===== config.mk =====
export PLATFORM = sky130hd
export DESIGN_NAME = sigdel_event_builder
export DESIGN_NICKNAME = d
export VERILOG_FILES = /design/src/rtl/sigdel_pkg.sv /design/src/rtl/sigdel_event_fifo.sv /design/src/rtl/sigdel_event_builder.sv
export SDC_FILE = /design/constraint.sdc
export NUM_CORES = 1
export LEC_CHECK = 0
export CAP_MARGIN = 20
export CORE_AREA = 2 2 343 209
export DETAILED_ROUTE_END_ITERATION = 10
export DIE_AREA = 0 0 345 211
export GPL_TIMING_DRIVEN = 0
export PLACE_DENSITY = 0.8
export REMOVE_ABC_BUFFERS = 1
export SYNTH_ARGS = -nofsm -noshare
export SYNTH_HDL_FRONTEND = slang
export SYNTH_SLANG_ARGS = --single-unit

===== constraint.sdc =====
create_clock -name clk -period 9.65 [get_ports clk]
set_clock_uncertainty 0.1 [all_clocks]
set_input_delay 1.93 -clock clk [delete_from_list [all_inputs] [get_ports clk]]
set_output_delay 1.93 -clock clk [all_outputs]
set_load 0.05 [all_outputs]

===== src/rtl/sigdel_pkg.sv =====
// rtl/sigdel_pkg.sv - shared state codes, widths and sample-word helpers for the sigdel event builder
package sigdel_pkg;

    localparam logic [1:0] ST_IDLE   = 2'd0;
    localparam logic [1:0] ST_ACTIVE = 2'd1;
    localparam logic [1:0] ST_QUIET  = 2'd2;

    localparam int PERIOD_BITS = 48;
    localparam int STAT_BITS   = 16;

    function automatic logic [5:0] popcount32(input logic [31:0] v);
        logic [5:0] n;
        n = '0;
        for (int i = 0; i < 32; i++) begin
            n = n + {5'd0, v[i]};
        end
        return n;
    endfunction

    // Bit spc-1 is the earliest sample, so the fine time is the distance of
    // the highest set bit from the top of the word.
    function automatic logic [4:0] fine_index(input logic [31:0] v, input int spc);
        logic [4:0] f;
        f = '0;
        for (int i = 0; i < 32; i++) begin
            if (i < spc && v[i]) begin
                f = 5'(spc - 1 - i);
            end
        end
        return f;
    endfunction

endpackage


===== src/rtl/sigdel_event_fifo.sv =====
// rtl/sigdel_event_fifo.sv - first-word-fall-through event buffer with simultaneous push/pop
module sigdel_event_fifo
    import sigdel_pkg::*;
#(
    parameter int WIDTH = 176,
    parameter int DEPTH = 4,
    localparam int AW   = $clog2(DEPTH)
) (
    input  logic             clk,
    input  logic             rst,
    input  logic             push,
    input  logic [WIDTH-1:0] push_data,
    input  logic             pop,
    output logic [WIDTH-1:0] pop_data,
    output logic             full,
    output logic             empty
);

    logic [WIDTH-1:0] mem [DEPTH];
    logic [AW-1:0]    wr_ptr;
    logic [AW-1:0]    rd_ptr;
    logic [AW:0]      count;
    logic             push_ok;
    logic             pop_ok;

    assign full     = (count == (AW+1)'(DEPTH));
    assign empty    = (count == '0);
    assign pop_ok   = pop && !empty;
    assign push_ok  = push && (!full || pop_ok);
    assign pop_data = empty ? '0 : mem[rd_ptr];

    always_ff @(posedge clk) begin
        if (push_ok) begin
            mem[wr_ptr] <= push_data;
        end
    end

    always_ff @(posedge clk or negedge rst) begin
        if (!rst) begin
            wr_ptr <= '0;
            rd_ptr <= '0;
            count  <= '0;
        end else begin
            if (push_ok) begin
                wr_ptr <= wr_ptr + 1'b1;
            end
            if (pop_ok) begin
                rd_ptr <= rd_ptr + 1'b1;
            end
            case ({push_ok, pop_ok})
                2'b10:   count <= count + 1'b1;
                2'b01:   count <= count - 1'b1;
                default: count <= count;
            endcase
        end
    end

endmodule


===== src/rtl/sigdel_event_builder.sv =====
// rtl/sigdel_event_builder.sv - sigdel event builder top; SIGDEL_PILEUP_EN enables pile-up flagging
module sigdel_event_builder
    import sigdel_pkg::*;
#(
    parameter int NTIME      = 2,
    parameter int NENERGY    = 8,
    parameter int SPC        = 8,
    parameter int ID_BITS    = 6,
    parameter int COUNTER    = 17,
    parameter int EBITS      = 12,
    parameter int CRC_BITS   = 5,
    parameter int FIFO_DEPTH = 4,
    parameter int MAX_LEN    = 255,
    localparam int FW        = $clog2(SPC),
    localparam int MA_BITS   = $clog2(NENERGY) + 1,
    localparam int TIME_BITS = COUNTER + FW,
    localparam int DATA_BITS = CRC_BITS + 1 + ID_BITS + NENERGY*EBITS + TIME_BITS,
    localparam int LEN_BITS  = $clog2(MAX_LEN + 1)
) (
    input  logic                     clk,
    input  logic                     rst,
    input  logic [ID_BITS-1:0]       block_id,
    input  logic [NTIME*SPC-1:0]     samples_t,
    input  logic [NENERGY*SPC-1:0]   samples_e,
    input  logic [COUNTER-1:0]       counter,
    input  logic [PERIOD_BITS-1:0]   period,
    input  logic                     period_done,
    input  logic [MA_BITS-1:0]       min_active,
    output logic                     stall,
    input  logic                     data_ready,
    output logic                     data_valid,
    output logic [DATA_BITS-1:0]     data_out,
    output logic [PERIOD_BITS-1:0]   period_out,
    output logic [STAT_BITS-1:0]     drop_count,
    output logic [STAT_BITS-1:0]     timeout_count
);

    logic [1:0]               state;
    logic                     e_prev;
    logic [NTIME-1:0]         t_prev;
    logic [NENERGY*EBITS-1:0] sums;
    logic [NENERGY-1:0]       fired;
    logic [LEN_BITS-1:0]      len;
    logic                     time_valid;
    logic [TIME_BITS-1:0]     time_stamp;
    logic [PERIOD_BITS-1:0]   period_tag;

    logic                     e_any;
    logic                     quiet;
    logic [NENERGY-1:0]       e_ch;
    logic [NENERGY*EBITS-1:0] sums_load;
    logic [NENERGY*EBITS-1:0] sums_acc;
    logic [NTIME-1:0]         t_now;
    logic [NTIME-1:0]         t_rise;
    logic [NTIME*FW-1:0]      fine_ch;
    logic [FW-1:0]            fine_min;
    logic [5:0]               fired_cnt;
    logic                     event_ok;
    logic                     close;
    logic                     timeout;
    logic                     start;
    logic                     end_event;
    logic                     to_idle;
    logic                     latch_now;
    logic                     single;
    logic                     push;
    logic                     pop;
    logic                     fifo_full;
    logic                     fifo_empty;
    logic [DATA_BITS+PERIOD_BITS-1:0] fifo_wdata;
    logic [DATA_BITS+PERIOD_BITS-1:0] fifo_rdata;

    for (genvar c = 0; c < NENERGY; c++) begin : g_energy
        logic [5:0]     pc;
        logic [EBITS:0] acc;
        assign e_ch[c] = |samples_e[c*SPC +: SPC];
        assign pc      = popcount32(32'(samples_e[c*SPC +: SPC]));
        assign acc     = {1'b0, sums[c*EBITS +: EBITS]} + (EBITS+1)'(pc);
        assign sums_acc[c*EBITS +: EBITS]  = acc[EBITS] ? {EBITS{1'b1}} : acc[EBITS-1:0];
        assign sums_load[c*EBITS +: EBITS] = EBITS'(pc);
    end

    for (genvar c = 0; c < NTIME; c++) begin : g_timing
        assign t_now[c]            = |samples_t[c*SPC +: SPC];
        assign fine_ch[c*FW +: FW] = FW'(fine_index(32'(samples_t[c*SPC +: SPC]), SPC));
    end

    assign t_rise = t_now & ~t_prev;
    assign e_any  = |e_ch;
    assign quiet  = !e_any && !e_prev;

    always_comb begin
        fine_min = {FW{1'b1}};
        for (int c = 0; c < NTIME; c++) begin
            if (t_rise[c] && (fine_ch[c*FW +: FW] < fine_min)) begin
                fine_min = fine_ch[c*FW +: FW];
            end
        end
    end

    assign fired_cnt = popcount32(32'(fired));
    assign event_ok  = time_valid && ((min_active == '0) || (int'(fired_cnt) >= int'(min_active)));
    assign close     = (state == ST_ACTIVE) && quiet;
    assign timeout   = (state == ST_ACTIVE) && !quiet && (len == LEN_BITS'(MAX_LEN));
    assign start     = (state == ST_IDLE) && e_any;
    assign end_event = close || timeout;
    assign to_idle   = (state != ST_IDLE) && quiet;
    assign latch_now = ((state == ST_IDLE) || (state == ST_ACTIVE)) && (|t_rise) && !time_valid;
    assign push      = close && event_ok;
    assign pop       = data_valid && data_ready;

`ifdef SIGDEL_PILEUP_EN
    logic pileup;

    always_ff @(posedge clk or negedge rst) begin
        if (!rst) begin
            pileup <= 1'b0;
        end else if (end_event) begin
            pileup <= 1'b0;
        end else if ((state == ST_ACTIVE) && time_valid && (|t_rise)) begin
            pileup <= 1'b1;
        end
    end

    assign single = !pileup;
`else
    assign single = 1'b1;
`endif

    always_ff @(posedge clk or negedge rst) begin
        if (!rst) begin
            state         <= ST_IDLE;
            e_prev        <= 1'b0;
            t_prev        <= '0;
            sums          <= '0;
            fired         <= '0;
            len           <= '0;
            time_valid    <= 1'b0;
            time_stamp    <= '0;
            period_tag    <= '0;
            stall         <= 1'b0;
            drop_count    <= '0;
            timeout_count <= '0;
        end else begin
            e_prev <= e_any;
            t_prev <= t_now;

            case (state)
                ST_IDLE: begin
                    if (e_any) begin
                        state <= ST_ACTIVE;
                        sums  <= sums_load;
                        fired <= e_ch;
                        len   <= LEN_BITS'(1);
                    end
                end
                ST_ACTIVE: begin
                    if (quiet) begin
                        state <= ST_IDLE;
                    end else if (timeout) begin
                        state <= ST_QUIET;
                        if (timeout_count != '1) begin
                            timeout_count <= timeout_count + 1'b1;
                        end
                    end else begin
                        sums  <= sums_acc;
                        fired <= fired | e_ch;
                        len   <= len + 1'b1;
                    end
                end
                ST_QUIET: begin
                    if (quiet) begin
                        state <= ST_IDLE;
                    end
                end
                default: state <= ST_IDLE;
            endcase

            // A finished or aborted event releases its time stamp for the next one.
            if (end_event) begin
                time_valid <= 1'b0;
            end else if (latch_now) begin
                time_valid <= 1'b1;
                time_stamp <= {counter, fine_min};
                period_tag <= period;
            end

            if (to_idle) begin
                stall <= 1'b0;
            end else if (period_done && ((state != ST_IDLE) || start)) begin
                stall <= 1'b1;
            end

            if (push && fifo_full && !pop && (drop_count != '1)) begin
                drop_count <= drop_count + 1'b1;
            end
        end
    end

    assign fifo_wdata = {{CRC_BITS{1'b1}}, single, block_id, sums, time_stamp, period_tag};

    sigdel_event_fifo #(
        .WIDTH (DATA_BITS + PERIOD_BITS),
        .DEPTH (FIFO_DEPTH)
    ) u_fifo (
        .clk       (clk),
        .rst       (rst),
        .push      (push),
        .push_data (fifo_wdata),
        .pop       (pop),
        .pop_data  (fifo_rdata),
        .full      (fifo_full),
        .empty     (fifo_empty)
    );

    assign data_valid = !fifo_empty;
    assign data_out   = fifo_rdata[PERIOD_BITS +: DATA_BITS];
    assign period_out = fifo_rdata[PERIOD_BITS-1:0];

endmodule


# Word level (Yosys, flattened, before mapping)
# Memory sizes are Yosys's and may differ from the RTL's.
# Index checks and enable logic that the tools add are counted.
[word_totals]
register_bits = 226
rom_bits = 0
input_bits = 159
mem_count = 1
wordCells = 221
ram_bits = 680
out_inout_bits = 210
latch_bits = 0
[memory_table]
columns = ["name", "words", "word_bits", "read_ports", "rd_ports_with_merged_regs", "wr", "line_no", "source"]
rows = [
  ["u_fifo.mem", 4, 170, 1, 0, 1, "sigdel_event_fifo.sv:19", "logic [WIDTH-1:0] mem [DEPTH];"],
]
[classes]
mux = 51
n_lt_le_gt_ge = 3
reduce_logical = 55
n_eq_ne = 13
multipliers = 0
n_div = 0
n_bitwise = 5
n_shift = 0
add_sub_neg = 78
[op_table]
columns = ["operator", "count"]
rows = [
  ["$mux 96", 3],
  ["$pmux 96 s2", 1],
  ["$mux 176", 1],
  ["$add 6x1->6", 18],
  ["$add 12x6->13", 8],
  ["$mux 12", 8],
  ["$reduce_or 8->1", 10],
  ["$reduce_or 64->1", 1],
  ["$add 5x1->6", 9],
  ["$mux 3", 18],
  ["$mux 8", 6],
  ["$add 4x1->5", 9],
  ["$add 3x1->4", 9],
  ["$add 16x1->16 const B", 2],
  ["$ne 16x16->1 const B", 2],
  ["$pmux 8 s2", 2],
  ["$add 2x1->3", 9],
  ["$logic_and 1x1->1", 19],
  ["$add 1x1->2", 9],
  ["$reduce_bool 2->1", 5],
  ["$add 8x1->8 const B", 1],
  ["$eq 8x8->1 const B", 1],
  ["$mux 2", 4],
  ["$ne 2x2->1 const B", 4],
  ["26 further kinds", 46],
]

# Longest topological paths before layout
# Gate-level depths: netlist (run 1).
[logic_depth]
depth_word = 14
mapped_depth = 20
ltp_nobuf = 19

# Modules after synthesis
# A second synthesis (run 1) with hierarchy kept.
[unflattened]
hier_cells = 2553
area_unflattened_um2 = 40440.0
[modules_own_cells]
columns = ["mod", "area_each_um2", "seq_area_each_um2", "instances", "cells_per_inst"]
rows = [
  ["sigdel_event_fifo", 27002.1, 21315.4, 1, 1155],
  ["sigdel_event_builder", 13437.9, 5480.3, 1, 1398],
]

# Least setup slack after synthesis (run 1)
# No wires, ideal clock.
[synth_path]
kind = "register to register"
start = "register fired[0]"
end = "memory u_fifo.mem[0][0] (netlist name), enable pin"
path_stages_with_launch = 15
slack_ps = 1468
arrival_ps = 7531
period_less_slack_ps = 8182
cell_sequence = "dfrtp_1 -> inv_1 -> fa_1 -> fa_1 -> fa_1 -> inv_1 -> ha_1 -> fa_1 -> xor2_1 -> ha_1 -> o21ai_0 -> o21ai_1 -> nand3_1 -> nor2_1 -> and2_1"
[synth_between]
elab_chain_len = 14
[synth_rtl]
columns = ["item", "line_no", "source"]
rows = [
  ["start, declared", "sigdel_event_builder.sv:42", "logic [NENERGY-1:0] fired;"],
  ["start signal, assigned", "sigdel_event_builder.sv:153", "fired <= e_ch;"],
  ["start signal, assigned", "sigdel_event_builder.sv:167", "fired <= fired | e_ch;"],
  ["$add 1x1->2", "sigdel_pkg.sv:15", "n = n + {5'd0, v[i]};"],
  ["$add 2x1->3", "sigdel_pkg.sv:15", ""],
  ["$add 3x1->4", "sigdel_pkg.sv:15", ""],
  ["$add 4x1->5", "sigdel_pkg.sv:15", ""],
  ["$add 5x1->6", "sigdel_pkg.sv:15", ""],
  ["$add 6x1->6 (2 in a row)", "sigdel_pkg.sv:15", ""],
  ["$ge 6x4->1", "sigdel_event_builder.sv:102", "assign event_ok = time_valid && ((min_active == '0) || (int'(fired_cnt) >= int'(min_active)));"],
  ["$logic_or 1x1->1", "sigdel_event_builder.sv:102", ""],
  ["$logic_and 1x1->1", "sigdel_event_builder.sv:102", ""],
  ["$logic_and 1x1->1", "sigdel_event_builder.sv:109", "assign push = close && event_ok;"],
  ["$logic_and 1x1->1", "sigdel_event_fifo.sv:29", "assign push_ok = push && (!full || pop_ok);"],
  ["$mux 1", "sigdel_event_fifo.sv:33", "if (push_ok) begin"],
  ["$mux 1 (implied by the code)", "sigdel_event_fifo.sv:34", "mem[wr_ptr] <= push_data;"],
  ["end, declared", "sigdel_event_fifo.sv:19", ""],
]
# No other way between the ends.

# Final worst setup path (run 1)
[layout_path]
start = "input port samples_e[32]"
end = "register sums[51]"
[layout_between]
elab_chain_len = 12
elab_cells_between_ends = 23
[layout_rtl]
columns = ["item", "line_no", "source"]
rows = [
  ["start, declared", "sigdel_event_builder.sv:24", "input logic [NENERGY*SPC-1:0] samples_e,"],
  ["$add 1x1->2", "sigdel_pkg.sv:15", ""],
  ["$add 2x1->3", "sigdel_pkg.sv:15", ""],
  ["$add 3x1->4", "sigdel_pkg.sv:15", ""],
  ["$add 4x1->5", "sigdel_pkg.sv:15", ""],
  ["$add 5x1->6", "sigdel_pkg.sv:15", ""],
  ["$add 6x1->6 (2 in a row)", "sigdel_pkg.sv:15", ""],
  ["$add 12x6->13", "sigdel_event_builder.sv:78", "assign acc = {1'b0, sums[c*EBITS +: EBITS]} + (EBITS+1)'(pc);"],
  ["$mux 12", "sigdel_event_builder.sv:79", "assign sums_acc[c*EBITS +: EBITS] = acc[EBITS] ? {EBITS{1'b1}} : acc[EBITS-1:0];"],
  ["$mux 96", "sigdel_event_builder.sv:160", "end else if (timeout) begin"],
  ["$mux 96", "sigdel_event_builder.sv:158", "if (quiet) begin"],
  ["$pmux 96 s2", "sigdel_event_builder.sv:148", "case (state)"],
  ["end signal, assigned", "sigdel_event_builder.sv:152", "sums <= sums_load;"],
  ["end signal, assigned", "sigdel_event_builder.sv:166", "sums <= sums_acc;"],
  ["end, declared", "sigdel_event_builder.sv:41", "logic [NENERGY*EBITS-1:0] sums;"],
]
# Several ways; a longest one is shown, not always the timed one. The select of a mux whose other input is x is not followed.
# A chain may end at the register's enable or synchronous reset.

==> results of run 1 <==
==> flip-flops by register name, indices dropped and copies added (netlist names) <==
register / flops
state: 2
u_fifo.rd_ptr: 2
u_fifo.wr_ptr: 2
sums: 96
drop_count: 16
time_stamp: 20
time_valid: 1
e_prev: 1
u_fifo.mem: 680
stall: 1
period_tag: 48
u_fifo.count: 3
fired: 8
len: 8
t_prev: 2
timeout_count: 16
==> stage by stage <==
step / utilization / TNS (ns) / std cells / hold WS [ns] / setup slack [ns]
6_report: 0.692 / 0 / 3963 / 0.404 / 2.94
2_1_floorplan: - / 0 / 2481 / 0.368 / 0.0232
5_1_grt: 0.692 / 0 / 3961 / 0.416 / 2.71
4_1_cts: 0.692 / 0 / 3960 / 0.401 / 3.08
3_3_place_gp: 0.638 / -3954.04 / 3773 / 0.378 / -4.57
3_5_place_dp: 0.651 / 0 / 3806 / 0.388 / 2.46
==> cells by family after synthesis <==
family,synth area share
AND/OR/NAND/NOR,0.0849
buffers and inverters,0.0303
adder cells (fa/ha/maj),0.0475
XOR/XNOR,0.0136
AO/OA/AOI/OAI,0.0516
multiplexers,0.121
flip-flops,0.652
==> synth_stat cells (all sizes together) (60+ instances only) <==
| cell | count |
|---|---|
| a21oi | 97 |
| nand2 | 131 |
| dfrtp | 226 |
| edfxtp | 680 |
| nand3 | 60 |
| and2 | 177 |
| nor2 | 96 |
| clkbuf | 64 |
| o21ai | 109 |
| ha | 80 |
| mux2 | 70 |
| inv | 179 |
| mux4 | 170 |
==> cell type report <==
type	instances	area (sq um)
sequential	906	26100
inverter	179	672
multi-input combinational	1396	12800
clock inverter	44	513
clock buffer	110	2290
fill	4360	21400
timing repair buffer	401	4530
antenna	3	7.51
tap	924	1160
==> per-layer routing <==
metal	wire (microns)	up-vias	track usage
met1	37800	12270	0.350
met4	1960	2	0.0687
met2	45400	1061	0.425
li1	-	10483	-
met5	12	-	0
met3	7190	153	0.0542
==> final timing paths <==
check | endpoint | slack, ns | cells past startpoint
worst max-delay path | sums[51]$_DFFE_PN0P_ | 2.94 | 17
worst min-delay path | timeout_count[14]$_DFFE_PN0P_ | 0.40 | 1
worst max register to register | u_fifo.mem[2][56]$_DFFE_PP_ | 3.87 | 16
worst min register to register | timeout_count[14]$_DFFE_PN0P_ | 0.40 | 1
max in group asynchronous | period_tag[7]$_DFFE_PN0P_ | 7.39 | 2
min in group asynchronous | drop_count[9]$_DFFE_PN0P_ | 1.10 | 1
==> cells in the final DEF, fill, tap and decap left out, drive strengths merged, types with 96 or more instances in the layout <==
cell type	Yosys	routed
a21oi	97	97
and2	177	177
clkbuf	64	110
clkdlybuf4s50	0	367
dfrtp	226	226
edfxtp	680	680
inv	179	184
mux4	170	170
nand2	131	131
nor2	96	96
o21ai	109	109
==> power groups by stage <==
stage	sequential [uW]	clock, uW	combinational [uW]
2_1_floorplan	5100	0	4080
3_3_place_gp	5330	0	5820
3_5_place_dp	5040	0	5770
4_1_cts	4960	3410	5830
5_1_grt	5020	3570	6130
6_report	4970	3360	5790
==> critical path: cells and delay by family <==
kind	cells	cell delay [ns]
buf+inv	4	0.66
compound gates	3	0.60
simple gates	3	1.34
xor+xnor	1	0.17
fa+ha+maj	6	2.43
==> flow_summary.toml, run 1 <==
[run_status]
status = "complete, but fails checks"
violations_in_the_final_reports = "design-rule violations"

[critical_path]
crit_top_cell = "fa_1"
rr_startpoint = "fired[0]$_DFFE_PN0P_"
timing.critical_path.to_type = "register"
cpPeakStageDelay_ns = 0.91
timing.critical_path.slowest_stage_cell = "nor3_1"
critical_path.max_fanout = 9
startpoint_type = "input port"
timing_startpoint_of_the_critical_path = "samples_e[32]"
arrival_ns = 7.14
critPathKind = "input port to register"
crit_required_ns = 10.08
worstPathCellList = "clkdlybuf4s50_1 -> fa_1 -> inv_1 -> fa_1 -> fa_1 -> inv_1 -> ha_1 -> inv_1 -> fa_1 -> xnor2_1 -> ha_1 -> a21o_1 -> a21o_1 -> nand4_1 -> nor3_1 -> nor3_1 -> o31ai_1"

[cells_and_area]
design.final.nets = 3250
post-route-cell-area_sq_um = 48000
area.growth.synth_to_final_pct = 20.0
drive_above_1_share = 0.145

[global_route]
grt_start_max_net_pins = 95
grt.overflow.total = 0
grt.total_usage = 0.256
grt_pass1_vias = 25051
antenna_found_initial = 2
grt_pass1_wl_microns = 144000

[synthesis]
synth_top_cell_by_area = "edfxtp_1"
ys_warn_count = 0
synth_seq_cells = 906
synthDistinctLibCells = 75
synth-edff-count = 680
netlist_area_sq_um = 40000
post_synth.cell_area_avg_sq_um = 15.4
area_share_of_the_leading_cell_type_in_the_synthesized_netlist = 0.510
async_flop_share = 0.249
synth_top_cells_by_area = "edfxtp_1, dfrtp_1, mux4_2, and2_1, ha_1"
synth_ff_type = "edfxtp_1"
sequential_element_share_of_the_synthesized_area = 0.652
synth_cells = 2600

[power_and_ir_drop]
static-leakage-power_uw = 0.0174
netSwitchingFraction = 0.381
power_frac_seq = 0.352
worst_ir_drop_vdd_uv = 177
power.share.clock = 0.238
power.share.combinational = 0.410
p_switching_uw = 5380
internal_power_of_the_cells_uw = 8730
powerDensity_nw_per_um2 = 294
total_power_uw = 14100

[sta]
grt_setup_unrepaired = "false"
period_minus_slack_ns = 6.71
timing.max_slew.rel_slack = 0.294
worstMarginPinSlew_ns = 1.05
drv_slew = 0
max_freq_mhz = 149
setup_viol = 0
fin_crit_sh = 0.695
final_hold_viol_count = 0

[min_path]
hold_path_startpoint = "timeout_count[14]$_DFFE_PN0P_"
min_path_type = "register to register"

[floorplanning]
boundaryPins = 369
dieArea_sq_um = 72800
floorplan.initialDensity = 0.576
chipHeight_microns = 211
floorplan.die.width_microns = 345
floorplan.rows = 75
fp.coreArea_sq_um = 69400

[placement]
post_dp_cell_area_sq_um = 45200
portBuffers = 368
hpwlAfterDp_microns = 57500
placer_congestion = 0.876

[clocking]
clk-insertion-delay-late_ns = 0.65
cts_tree = "built"
cts_made_buffers = 82
resized_gates_after_cts = 0
cts-root-buf = "clkbuf_16"
worst_setup_hold_path_clk_slew_ns = 0.06
cts_post_setup_buffers_inserted = 0
clock_sink_count = 906
htree_levels = 3
ctsHoldBuffers = 0
ctsLongestPathBuffers = 3

[routing]
dr_total_vias = 23969
drcViolationCount = 2
drt-pass1-iter-count = 9
avgRoutedWirePerCell_microns = 23.3
drt_iter0_drc = 2428
detail_route.vias_per_cell = 6.05
detail_route.wirelength_microns = 92400
drtAntennaViolNets = 0

[job]
maxCapViolations = 0
Note: power is estimated with default switching activity, not from simulation.
==> run 2: changes to the inputs <==
CORE_AREA = 2 2 362 220   (was 2 2 343 209)
DIE_AREA = 0 0 364 222   (was 0 0 345 211)
PLACE_DENSITY = 0.76   (was 0.8)
clock period = 6.15 ns   (was 9.65 ns; I/O delays follow)
==> flow_summary.toml, run 2 (synthesis results as in run 1) <==
[floorplanning]
floorplan.die.width_microns = 364
fp.coreArea_sq_um = 77200
dieArea_sq_um = 80800
floorplan.initialDensity = 0.518
chipHeight_microns = 222
boundaryPins = 369
floorplan.rows = 79

[sta]
worstMarginPinSlew_ns = 1.03
drv_slew = 0
period_minus_slack_ns = 5.93
fin_crit_sh = 0.964
setup_viol = 0
max_freq_mhz = 169
timing.max_slew.rel_slack = 0.312
grt_setup_unrepaired = "false"
final_hold_viol_count = 0
hold_slack_ns = 0.373

[critical_path]
critPathKind = "input port to register"
critical_path.max_fanout = 9
worst_r2r_path_depth = 16
timing.critical_path.to_type = "register"
timing.critical_path.slowest_stage_cell = "nor2b_1"
startpoint_type = "input port"
crit_required_ns = 6.60
crit_top_cell = "fa_1"
timing.reg2reg.setup_slack_ns = 0.31
rr_endpoint = "u_fifo.mem[3][5]$_DFFE_PP_"
arrival_ns = 6.38
rr_startpoint = "fired[0]$_DFFE_PN0P_"
worstPathCellList = "clkdlybuf4s50_1 -> fa_1 -> inv_1 -> fa_1 -> fa_1 -> inv_1 -> ha_1 -> inv_1 -> fa_1 -> xnor2_1 -> ha_1 -> a21o_1 -> a21oi_1 -> nor4_1 -> nor2b_1 -> nor3_1 -> o31ai_1"
cpPeakStageDelay_ns = 0.72

[cells_and_area]
biggestRegsByFlops = "u_fifo.mem x680, sums x96, period_tag x48"
design.final.nets = 3250
mostFrequentLayoutCell = "edfxtp_1"
largest_register_ff_count = 680
fill_cells = 5330
registers.top_by_ff_count = "u_fifo.mem"
multi_input_comb_area_sq_um = 12800
drive_above_1_share = 0.144
most-common-layout-cells = "edfxtp_1, clkdlybuf4s50_1, dfrtp_1"
area.growth.synth_to_final_pct = 20.3
layout.area.seq_sq_um = 26100

[clocking]
cts-root-buf = "clkbuf_16"
cts_post_setup_buffers_inserted = 0
ctsHoldBuffers = 0
ctsLongestPathBuffers = 3
cts_made_buffers = 82
worst_setup_hold_path_clk_slew_ns = 0.07
cts_tree = "built"
clock_sink_count = 906
htree_levels = 3
clk-insertion-delay-late_ns = 0.65
resized_gates_after_cts = 0

[placement]
placer_congestion = 0.857
portBuffers = 368
hpwlAfterDp_microns = 57700

[routing]
drcViolationCount = 0
dr_total_vias = 23955
drt-pass1-iter-count = 6
detail_route.wirelength_microns = 91400
detail_route.vias_per_cell = 5.86
avgRoutedWirePerCell_microns = 22.3
drt_iter0_drc = 2220
drtAntennaViolNets = 0

[power_and_ir_drop]
netSwitchingFraction = 0.383
power.share.combinational = 0.410
power_frac_seq = 0.356
powerDensity_nw_per_um2 = 456
total_power_uw = 21900
internal_power_of_the_cells_uw = 13500
power.share.clock = 0.234
p_switching_uw = 8400
worst_ir_drop_vdd_uv = 281
static-leakage-power_uw = 0.0174

[global_route]
grt.total_usage = 0.227
grt_pass1_vias = 25020
antenna_found_initial = 3
grt_pass1_wl_microns = 142000
grt_start_max_net_pins = 99
grt.overflow.total = 0

[job]
maxCapViolations = 0

[min_path]
min_path_type = "input port to asynchronous set/reset pin"

[run_status]
status = "finished clean"
run 2: worst max-delay path: cells and delay by family:
kind                     cells  cell delay [ns]
XOR/XNOR                     1             0.16
AO/OA/AOI/OAI                3             0.54
AND/OR/NAND/NOR              3             1.41
adder cells (fa/ha/maj)      6             2.39
buffers and inverters        4             0.66
run 2: worst max path at each step:
stage	start	end	slack [ns]	depth (start not counted)
2_1_floorplan	u_fifo.rd_ptr[0]$_DFFE_PN0P_	data_out[0]	-2.78	2
3_3_place_gp	rst	period_tag[45]$_DFFE_PN0P_	-7.53	1
3_5_place_dp	samples_e[16]	sums[26]$_DFFE_PN0P_	-0.34	17
4_1_cts	fired[0]$_DFFE_PN0P_	u_fifo.mem[1][54]$_DFFE_PP_	0.30	16
5_1_grt	samples_e[32]	sums[50]$_DFFE_PN0P_	0.006	17
6_report	samples_e[16]	sums[26]$_DFFE_PN0P_	0.22	17
run 2: metal layers:
| metal | vias up | routed length (microns) | GRT usage | share of wire |
|---|---|---|---|---|
| met5 | - | 41 | 0 | 0.00045 |
| met4 | 6 | 2360 | 0.0699 | 0.026 |
| met1 | 12270 | 38200 | 0.313 | 0.42 |
| li1 | 10475 | - | - | - |
| met3 | 185 | 7040 | 0.0519 | 0.077 |
| met2 | 1019 | 43700 | 0.364 | 0.48 |
run 2: final cells by class:
cell class	count	area share
antenna	1	0.0000520
clock buffer	114	0.0476
clock inverter	40	0.00915
inverter	179	0.0140
multi-input combinational	1396	0.266
sequential	906	0.542
tap	1053	0.0274
timing repair buffer	401	0.0939
run 2: power by group through the flow:
stage	logic, uW	clock network, uW	registers, uW
after floorplan	5820	0	8000
after global placement	7220	0	8210
after detailed placement	9010	0	7920
after CTS	9060	5230	7790
after global routing	9570	5490	7880
final	8980	5140	7810
run 2: through the flow:
step	TNS [ns]	instances	area, sq um	worst slack [ns]	utilization
6_report	0	4090	48100	0.220	0.623
5_1_grt	0	4089	48100	0.00582	0.623
2_1_floorplan	-1863.17	2481	39500	-2.78	-
3_5_place_dp	-7.19	3935	45400	-0.338	0.588
3_3_place_gp	-7359.75	3902	44500	-7.53	0.576
4_1_cts	0	4089	48100	0.299	0.623
==> run 3: changes to the inputs <==
PLACE_DENSITY = unset   (was 0.76)
PLACE_DENSITY_LB_ADDON = 0.05   (was unset)
==> flow_summary.toml, run 3 (synthesis results as in run 1) <==
[run_status]
status = "finished clean"

[sta]
timing.max_slew.rel_slack = 0.321
final_hold_viol_count = 0
period_minus_slack_ns = 5.79
worstMarginPinSlew_ns = 1.02
max_freq_mhz = 173
grt_setup_unrepaired = "false"
drv_slew = 0
fin_crit_sh = 0.941
hold_slack_ns = 0.375
setup_viol = 0

[clocking]
htree_levels = 3
clock_sink_count = 906
clk-insertion-delay-late_ns = 0.64
worst_setup_hold_path_clk_slew_ns = 0.06
cts-root-buf = "clkbuf_16"
cts_post_setup_buffers_inserted = 0
cts_tree = "built"
cts_made_buffers = 84
ctsLongestPathBuffers = 3

[floorplanning]
boundaryPins = 369
chipHeight_microns = 222
floorplan.rows = 79
floorplan.initialDensity = 0.518
dieArea_sq_um = 80800
floorplan.die.width_microns = 364
fp.coreArea_sq_um = 77200

[critical_path]
arrival_ns = 6.00
crit_required_ns = 6.36
critical_path.max_fanout = 51
cpPeakStageDelay_ns = 0.78
timing.critical_path.slowest_stage_cell = "and2_4"
critPathKind = "register to register"
startpoint_type = "register"
timing.critical_path.to_type = "register"
crit_top_cell = "fa_1"
worstPathCellList = "inv_1 -> fa_1 -> fa_1 -> fa_1 -> inv_1 -> ha_1 -> fa_1 -> xor2_1 -> ha_1 -> o21ai_0 -> o21ai_2 -> nand3_1 -> nor2_2 -> and2_4 -> buf_16 -> buf_12"

[routing]
detail_route.wirelength_microns = 91400
drt-pass1-iter-count = 5
detail_route.vias_per_cell = 5.70
drcViolationCount = 0
drtAntennaViolNets = 0
drt_iter0_drc = 2000
dr_total_vias = 23370
avgRoutedWirePerCell_microns = 22.3

[power_and_ir_drop]
static-leakage-power_uw = 0.0175
powerDensity_nw_per_um2 = 458
worst_ir_drop_vdd_uv = 412

[min_path]
min_path_type = "input port to asynchronous set/reset pin"

[cells_and_area]
area.growth.synth_to_final_pct = 20.7
post-route-cell-area_sq_um = 48300
mostFrequentLayoutCell = "edfxtp_1"
biggestRegsByFlops = "u_fifo.mem x680, sums x96, period_tag x48"
design.final.nets = 3255
largest_register_ff_count = 680
final_util = 0.626
registers.top_by_ff_count = "u_fifo.mem"
most-common-layout-cells = "edfxtp_1, clkdlybuf4s50_1, dfrtp_1"
drive_above_1_share = 0.145

[placement]
portBuffers = 368
post_dp_cell_area_sq_um = 45400
hpwlAfterDp_microns = 57000
placer_congestion = 0.841

[global_route]
grt_start_max_net_pins = 102
grt.overflow.total = 0
grt_pass1_vias = 24263
antenna_found_initial = 7
grt_pass1_wl_microns = 140000
grt.total_usage = 0.228

[job]
maxCapViolations = 0
==> run 3: final cells by class <==
type                       count  area, sq um
sequential                   906        26100
multi-input combinational   1396        12800
clock buffer                 118         2350
fill                        5636        28900
tap                         1053         1320
antenna                        7         17.5
inverter                     179          672
clock inverter                38          484
timing repair buffer         404         4560
==> run 3: final timing paths <==
kind | from | to | slack, ns | depth (start not counted)
worst max register to register | fired[0]$_DFFE_PN0P_ | u_fifo.mem[2][169]$_DFFE_PP_ | 0.36 | 16
worst min-delay path | rst | period_tag[4]$_DFFE_PN0P_ | 0.38 | 1
max in group asynchronous | rst | u_fifo.rd_ptr[1]$_DFFE_PN0P_ | 4.66 | 2
worst min register to register | timeout_count[11]$_DFFE_PN0P_ | timeout_count[11]$_DFFE_PN0P_ | 0.40 | 1
min in group clk | timeout_count[11]$_DFFE_PN0P_ | timeout_count[11]$_DFFE_PN0P_ | 0.40 | 1
worst max-delay path | fired[0]$_DFFE_PN0P_ | u_fifo.mem[2][169]$_DFFE_PP_ | 0.36 | 16
==> run 3: stage by stage <==
stage	power [uW]	setup slack, ns	TNS, ns	std cells
2_1_floorplan	13800	-2.78	-1863.17	2481
3_3_place_gp	15200	-7.95	-7613.42	3902
3_5_place_dp	17000	-0.361	-4.91	3937
4_1_cts	22400	0.187	0	4093
5_1_grt	23200	0.0308	0	4099
6_report	22100	0.362	0	4101
==> run 3: worst max-delay path, delay by kind of cell, from the launching register on <==
kind,cells,cell delay (ns)
fa+ha+maj,6,2.33
compound gates,2,0.46
flops,1,0.33
buf+inv,4,0.75
simple gates,3,1.24
xor+xnor,1,0.16
==> run 3: where the power goes <==
group | internal (uW) | switching [uW]
Combinational | 3570 | 5470
Sequential | 7150 | 590
Clock | 3100 | 2250
Total | 13800 | 8310
==> run 3: routing by layer <==
layer | vias to the layer above | global-route usage | wire, microns
met4 | 2 | 0.0691 | 2420
met1 | 12048 | 0.321 | 40400
li1 | 10508 | - | -
met2 | 663 | 0.362 | 43400
met3 | 149 | 0.0445 | 5250
met5 | - | 0 | 12
==> run 3: repair_timing <==
action,in CTS,in global routing
endpoints found under the setup margin,5,69
hold buffers,0,0
pin swaps,0,1
cloned,0,0
gates resized for setup,1,1
hold endpoints to repair,0,0
